`src/rtl/pixel_packet_decoder.sv`:
```
// Reassembles 3-byte image packets from the UART byte stream, checks them, and writes good pixels.
// Optional packet timeout is compiled in with `define PKT_TIMEOUT_EN.
module pixel_packet_decoder #(
    parameter int NUM_PIXELS     = 784,
    parameter int TIMEOUT_CYCLES = 4000,
    parameter int ERR_W          = 16
) (
    input  logic             clk,
    input  logic             rst_n,
    input  logic [7:0]       rx_byte,
    input  logic             rx_valid,
    output logic             wr_en,
    output logic [9:0]       wr_addr,
    output logic [7:0]       wr_data,
    output logic             pkt_err,
    output logic [ERR_W-1:0] err_count,
    output logic [31:0]      count_packets,
    output logic             receive_done
);

    // rx_valid is a single-cycle strobe with no back-pressure: a byte is consumed
    // in exactly the cycle its strobe is high, in whatever state the FSM is in.
    typedef enum logic [1:0] {
        S_B0  = 2'd0,
        S_B1  = 2'd1,
        S_B2  = 2'd2,
        S_CHK = 2'd3
    } state_t;

    localparam logic [9:0]  PIX_MAX   = 10'(NUM_PIXELS);
    localparam logic [10:0] LOC_LIMIT = 11'(NUM_PIXELS);

    state_t     state;
    state_t     state_nxt;
    logic [7:0] byte0;
    logic [7:0] byte1;
    logic       take_b0;
    logic       take_b1;
    logic       take_b2;
    logic       timeout;
    logic [9:0] pix_cnt;

    logic [9:0] loc;
    logic [7:0] data;
    logic [2:0] footer;
    logic [2:0] footer_exp;
    logic       pkt_good;

    // The packet is judged as byte2 arrives so the result is registered and
    // presented during the S_CHK cycle, one clock after the byte2 strobe.
    assign loc        = {byte0[4:0], byte1[7:3]};
    assign data       = {byte1[2:0], rx_byte[7:3]};
    assign footer     = rx_byte[2:0];
    assign footer_exp = {^data, ^loc, ^{data[7:4], loc[9:5]}};
    assign pkt_good   = (footer == footer_exp) && ({1'b0, loc} < LOC_LIMIT);

`ifdef PKT_TIMEOUT_EN
    localparam int TW = $clog2(TIMEOUT_CYCLES + 1);

    logic [TW-1:0] idle_cnt;
    logic          mid_pkt;

    assign mid_pkt = (state == S_B1) || (state == S_B2);
    assign timeout = mid_pkt && !rx_valid && (idle_cnt == TW'(TIMEOUT_CYCLES - 1));

    always_ff @(posedge clk or negedge rst_n) begin
        if (!rst_n) begin
            idle_cnt <= '0;
        end else if (rx_valid || !mid_pkt || timeout) begin
            idle_cnt <= '0;
        end else begin
            idle_cnt <= idle_cnt + 1'b1;
        end
    end
`else
    // Timeout disabled: a partial packet waits for its remaining bytes.
    assign timeout = (TIMEOUT_CYCLES < 0);
`endif

    always_ff @(posedge clk or negedge rst_n) begin
        if (!rst_n) begin
            state <= S_B0;
        end else begin
            state <= state_nxt;
        end
    end

    always_comb begin
        state_nxt = state;
        take_b0   = 1'b0;
        take_b1   = 1'b0;
        take_b2   = 1'b0;
        case (state)
            S_B0, S_CHK: begin
                state_nxt = S_B0;
                if (rx_valid && (rx_byte[7:5] == 3'b101)) begin
                    take_b0   = 1'b1;
                    state_nxt = S_B1;
                end
            end
            S_B1: begin
                if (timeout) begin
                    state_nxt = S_B0;
                end else if (rx_valid) begin
                    take_b1   = 1'b1;
                    state_nxt = S_B2;
                end
            end
            S_B2: begin
                if (timeout) begin
                    state_nxt = S_B0;
                end else if (rx_valid) begin
                    take_b2   = 1'b1;
                    state_nxt = S_CHK;
                end
            end
            default: state_nxt = S_B0;
        endcase
    end

    always_ff @(posedge clk or negedge rst_n) begin
        if (!rst_n) begin
            byte0 <= '0;
            byte1 <= '0;
        end else begin
            if (take_b0) byte0 <= rx_byte;
            if (take_b1) byte1 <= rx_byte;
        end
    end

    always_ff @(posedge clk or negedge rst_n) begin
        if (!rst_n) begin
            wr_en         <= 1'b0;
            wr_addr       <= '0;
            wr_data       <= '0;
            pkt_err       <= 1'b0;
            err_count     <= '0;
            count_packets <= '0;
            pix_cnt       <= '0;
            receive_done  <= 1'b0;
        end else begin
            wr_en   <= 1'b0;
            pkt_err <= 1'b0;
            if (take_b2 && pkt_good) begin
                wr_en         <= 1'b1;
                wr_addr       <= loc;
                wr_data       <= data;
                count_packets <= count_packets + 32'd1;
                if (pix_cnt != PIX_MAX) pix_cnt <= pix_cnt + 10'd1;
                if (pix_cnt == PIX_MAX - 10'd1) receive_done <= 1'b1;
            end else if ((take_b2 && !pkt_good) || timeout) begin
                pkt_err <= 1'b1;
                if (err_count != '1) err_count <= err_count + 1'b1;
            end
        end
    end

endmodule
```
`config.mk`:
```
export PLATFORM = sky130hd
export DESIGN_NAME = pixel_packet_decoder
export DESIGN_NICKNAME = d
export VERILOG_FILES = /design/src/rtl/pixel_packet_decoder.sv
export SDC_FILE = /design/constraint.sdc
export NUM_CORES = 1
export LEC_CHECK = 0
export CAP_MARGIN = 30
export CORE_MARGIN = 3
export CORE_UTILIZATION = 47
export CTS_BUF_LIST = sky130_fd_sc_hd__clkbuf_8 sky130_fd_sc_hd__clkbuf_16
export CTS_CLUSTER_SIZE = 20
export DETAILED_ROUTE_END_ITERATION = 10
export GPL_ROUTABILITY_DRIVEN = 0
export PLACE_DENSITY = 0.72
export SYNTH_ARGS = -nofsm -noshare
export SYNTH_HDL_FRONTEND = slang
export SYNTH_SLANG_ARGS = --single-unit
```
`constraint.sdc`:
```
create_clock -name clk -period 2.4 [get_ports clk]
set_clock_uncertainty 0.15 [all_clocks]
set_input_delay 0.6 -clock clk [delete_from_list [all_inputs] [get_ports clk]]
set_output_delay 0.6 -clock clk [all_outputs]
set_load 0.05 [all_outputs]
```
* Word level (Yosys, flattened, before mapping) *
Index checks and enable logic that the tools add are counted.

cells by class
  add/subtract/negate cells = 3
  magnitude comparators = 1
  equality and inequality tests = 10
  mux-type cells = 12
  bitwise logic cells = 1
  reductions and logical operators = 14

operators by type and width
  kind                                                             count
  32-bit by 1-bit adder with 32-bit output, second input constant  1
  16-bit by 1-bit adder with 16-bit output, second input constant  1
  16-bit != test, second input constant                            1
  10-bit by 1-bit adder with 10-bit output, second input constant  1
  10-bit == test, second input constant                            1
  10-bit < comparator, second input constant                       1
  10-bit != test, second input constant                            1
  10-bit XOR reduction                                             1
  1-bit two-way mux                                                9
  9-bit XOR reduction                                              1
  8-bit XOR reduction                                              1
  2-bit one-hot mux with 3 select lines                            1
  2-bit AND reduction                                              3
  2-bit == test, second input constant                             2
  1-bit logical AND                                                4
  2-bit two-way mux                                                2
  2-bit != test, second input constant                             2
  3-bit == test                                                    1
  3-bit == test, second input constant                             1
  3-bit AND reduction                                              1
  2-bit by 1-bit == test with 1-bit output, second input constant  1
  2-bit zero test                                                  1
  2-bit OR reduction                                               1
  1-bit zero test                                                  1
  1-bit NOT                                                        1

word-level totals
  flip-flop bits (word level) = 94
  input port bits = 11
  output and inout port bits = 69
  logic and storage cells = 52

* Longest topological paths before layout *
Gate-level depths: netlist (run 1).

  word-level depth = 7
  mapped depth = 9
  gate-level depth less buffers = 8

* Worst setup path before layout (run 1) *
Ideal clock, no wire load.

  kind = input port to flip-flop
  start = input port rx_byte[6]
  end = register pix_cnt[9]
  library setup time = 0.122 ns
  data arrival time = 2.592 ns
  required time = 2.128 ns
  slack = -0.465 ns
  stages = 8
  cell sequence = inv_1 > ha_1 > xor2_1 > xnor2_1 > or3_4 > a211o_1 > or4_4 > xnor2_2

between the ends
  longest elaborated chain between the ends = 5

ends and longest elaborated chain
  item                                  RTL line  RTL
  from (decl)                           10        input logic [7:0] rx_byte,
  8-bit XOR reduction                   54        assign footer_exp = {^data, ^loc, ^{data[7:4], loc[9:5]}};
  3-bit == test                         55        assign pkt_good = (footer == footer_exp) && ({1'b0, loc} < LOC_LIMIT);
  1-bit logical AND                     55
  1-bit logical AND                     144       if (take_b2 && pkt_good) begin
  2-bit AND reduction (no source line)  --
  to (signal assigned)                  149       if (pix_cnt != PIX_MAX) pix_cnt <= pix_cnt + 10'd1;
  to (decl)                             41        logic [9:0] pix_cnt;

Every way passes these cells.
A chain may end at the register's enable or synchronous reset.

* Worst setup path after layout (run 1) *
  start = register byte0[4]
  end = register count_packets[3]

between the ends
  longest elaborated chain between the ends = 4

ends and longest elaborated chain
  item                                                         RTL line  RTL
  from (decl)                                                  35        logic [7:0] byte0;
  from (signal assigned)                                       126       if (take_b0) byte0 <= rx_byte;
  branches (longest 2 deep; another with 10-bit < comparator)  --
  1-bit logical AND *                                          55
  1-bit logical AND *                                          144
  to (signal assigned)                                         148       count_packets <= count_packets + 32'd1;
  to (decl)                                                    17        output logic [31:0] count_packets,

Every way passes the cells marked *.

==> results of run 1 <==
-- synthesized netlist by cell type, types with 5 or more instances --
cell type,n
nand2_1,16
ha_1,11
xor2_1,17
nor2_1,13
nor3_1,5
inv_1,10
mux2_2,33
and3_1,13
dfrtp_1,94
clkbuf_1,5
nand3_1,26
xnor2_1,51
and4_1,5
nand4_1,28
-- stage by stage --
stage          cells  area (um2)  worst slack, ns  hold slack, ns
3_3_place_gp     590        5940            -1.10           0.308
4_1_cts          619        6420           -0.393           0.152
3_5_place_dp     590        5940            -1.17           0.309
5_1_grt          620        6620           -0.423           0.177
2_1_floorplan    368        4700           -0.323           0.154
6_report         620        6620           -0.362           0.138
-- how the worst min path moves through the flow --
| stage | startpoint | end | slack, ns |
|---|---|---|---|
| floorplan | rst_n | byte0[0]$_DFFE_PN0P_ | 0.15 |
| CTS | rst_n | err_count[13]$_DFFE_PN0P_ | 0.15 |
| finish | rst_n | count_packets[12]$_DFFE_PN0P_ | 0.14 |
| global route | rst_n | err_count[13]$_DFFE_PN0P_ | 0.18 |
| global placement | count_packets[31]$_DFFE_PN0P_ | count_packets[31]$_DFFE_PN0P_ | 0.31 |
| detailed placement | count_packets[31]$_DFFE_PN0P_ | count_packets[31]$_DFFE_PN0P_ | 0.31 |
-- metal layers --
metal / wire [um] / share of wire [%] / global-route usage [%]
met1: 4910 / 45 / 29.9
met2: 5430 / 50 / 35.4
met3: 355 / 3.3 / 2.44
met4: 130 / 1.2 / 5.88
met5: 0 / 0 / 0
-- cell families after synthesis --
| logic type | share of synthesized area (%) |
|---|---|
| buffers and inverters | 2.32 |
| AO/OA/AOI/OAI | 2.77 |
| XOR/XNOR | 14.3 |
| adder cells (fa/ha/maj) | 3.11 |
| AND/OR/NAND/NOR | 15.7 |
| flip-flops | 53.1 |
| multiplexers | 8.64 |
-- flip-flops by register name (all words and copies together), names as in the netlist --
register       cells
byte0              5
byte1              8
count_packets     32
err_count         16
pix_cnt           10
pkt_err            1
receive_done       1
state              2
wr_addr           10
wr_data            8
wr_en              1
-- power by group through the flow --
stage | Combinational, W | Sequential, W | Clock, W
after detailed placement | 0.00461 | 0.00228 | 0
final | 0.00610 | 0.00227 | 0.000924
after floorplan | 0.00230 | 0.00290 | 0
after global routing | 0.00643 | 0.00231 | 0.00100
after global placement | 0.00450 | 0.00227 | 0
after CTS | 0.00595 | 0.00226 | 0.000941
-- layout make-up --
type	instances	share of cell area (%)
multi-input combinational	251	36.6
sequential	94	35.6
timing repair buffer	141	22.4
tap	108	2.04
clock buffer	9	1.87
inverter	10	0.756
clock inverter	7	0.662
-- repair_timing --
| action | 4_1_cts | 5_1_grt |
|---|---|---|
| endpoints found under the setup margin | 85 | 95 |
| cloned | 5 | 0 |
| gates resized for setup | 44 | 60 |
| setup buffers | 8 | 6 |
| pin swaps | 21 | 18 |
-- critical path, cell delays in order, from the launching register on --
cell	delay (ns)
dfrtp_1	0.41
xnor2_1	0.17
xnor3_1	0.45
or3_4	0.41
a2111oi_4	0.31
buf_6	0.18
buf_6	0.14
buf_16	0.12
nand4_1	0.15
xnor2_1	0.17
==> impl_metrics.json, run 1 <==
{
  "slew_viol_final": 0,
  "cp.required_ns": 2.49,
  "power_w": 0.00929,
  "cts_hold_buf": 0,
  "layout_common_cells": "dfrtp_1 (90), clkdlybuf4s50_1 (48), xnor2_1 (42), buf_4 (39), nand4_1 (28)",
  "tightest_slew_ns": 0.617,
  "antenna_found_initial": 0,
  "cts_tree": "yes",
  "min_period_ns": 2.76,
  "rrSetupSlack_ns": -0.36,
  "ios": 80,
  "peakVddDrop_v": 0.000994,
  "ys.warnings.count": 0,
  "finalSetupTns_ns": -20.70,
  "fin_util_pct": 74.1,
  "core_um2": 8930,
  "synth_top_area_share_pct": 53.1,
  "die_w_um": 103,
  "syn_to_final_growth_pct": 49.4,
  "avgRoutedWirePerCell_um": 17.5,
  "p_comb_share_pct": 65.6,
  "rows": 34,
  "cts.path.max_buffers": 2,
  "drive_gt1_share_pct": 34.2,
  "yosys_most_used_dff": "dfrtp_1",
  "grtUsageTotal_pct": 21.4,
  "switchingPower_w": 0.00389,
  "cts_buffers": 9,
  "multi_input_comb_area_um2": 2420,
  "grt_first_pass_wirelength_mm": 17.7,
  "layout_commonest_cell": "dfrtp_1",
  "min_path_type": "input port to async pin",
  "seqCellArea_um2": 2360,
  "violations": "negative setup slack",
  "power_frac_seq_pct": 24.4,
  "dr_total_vias": 3386,
  "synth-edff-count": 0,
  "finalSetupViolations": 78,
  "endpoint": "count_packets[3]$_DFFE_PN0P_",
  "switching_share_pct": 41.9,
  "htree_levels": 3,
  "crit_start": "byte0[4]$_DFFE_PN0P_",
  "drc": 0,
  "totalWireLength_mm": 10.8,
  "start_util_pct": 49.6,
  "cts_root_buffer": "clkbuf_8",
  "placement.io_buffers": 79,
  "clock_sinks": 94,
  "viasPerCell": 5.46,
  "rsz0062_at_grt": "yes",
  "startpoint_type": "flop",
  "setup_ws_ns": -0.362,
  "end_kind": "flop",
  "hpwlAfterDp_mm": 7.07,
  "power_density_nw_per_um2": 1400,
  "r2r_end": "count_packets[3]$_DFFE_PN0P_",
  "grt_overflow": 0,
  "synth_top_cell_by_area": "dfrtp_1",
  "fmax_mhz": 362,
  "grt_pass1_vias": 3536,
  "synth.cell_area_um2": 4430,
  "p_leak_nw": 3.26,
  "async_reset_ff_share_pct": 100,
  "dieArea_um2": 10600,
  "synth_cell_types": 40,
  "ys_top_cells_by_area": "dfrtp_1 (53%), xnor2_1 (10%), mux2_2 (8.4%), nand4_1 (4.0%), xor2_1 (3.4%)",
  "path_clk_slew_ns": 0.10,
  "die_h_um": 103,
  "hold_viol": 0,
  "ys_seq_elements": 94,
  "crit_type": "flop to flop",
  "intPower_w": 0.00540,
  "ys_seq_area_share_pct": 53.1,
  "crit_arrival_ns": 2.85,
  "crit_fanout": 7,
  "synthCells": 368,
  "syn-num-nets": 390,
  "postRouteAntennaNets": 0,
  "clkPwrFrac_pct": 10.0,
  "n_antenna_cell": 0,
  "relSlewSlack_pct": 58.9,
  "grt_max_degree": 95,
  "firstDrtPassIters": 4,
  "reg2reg_from": "byte0[4]$_DFFE_PN0P_",
  "status": "complete, but fails checks",
  "rr_worst_depth": 9,
  "fillCellCount": 580,
  "finalCritPeriodShare_pct": 115,
  "drtIter0Drc": 72,
  "avgSynthCellArea_um2": 12.0,
  "drv_cap": 0,
  "nNetsFinal": 529,
  "insertion_delay_ns": 0.35
}
(Power assumes the default switching activity.)
==> inputs of run 2 (changes only) <==
--- a/config.mk
+++ b/config.mk
@@ -5,7 +5,7 @@
 export SDC_FILE = /design/constraint.sdc
 export NUM_CORES = 1
 export LEC_CHECK = 0
-export CAP_MARGIN = 30
+export CAP_MARGIN = 40
 export CORE_MARGIN = 3
 export CORE_UTILIZATION = 47
 export CTS_BUF_LIST = sky130_fd_sc_hd__clkbuf_8 sky130_fd_sc_hd__clkbuf_16
==> results of run 2 <==
Final layout, timing and power as in run 1 (identical DEF).
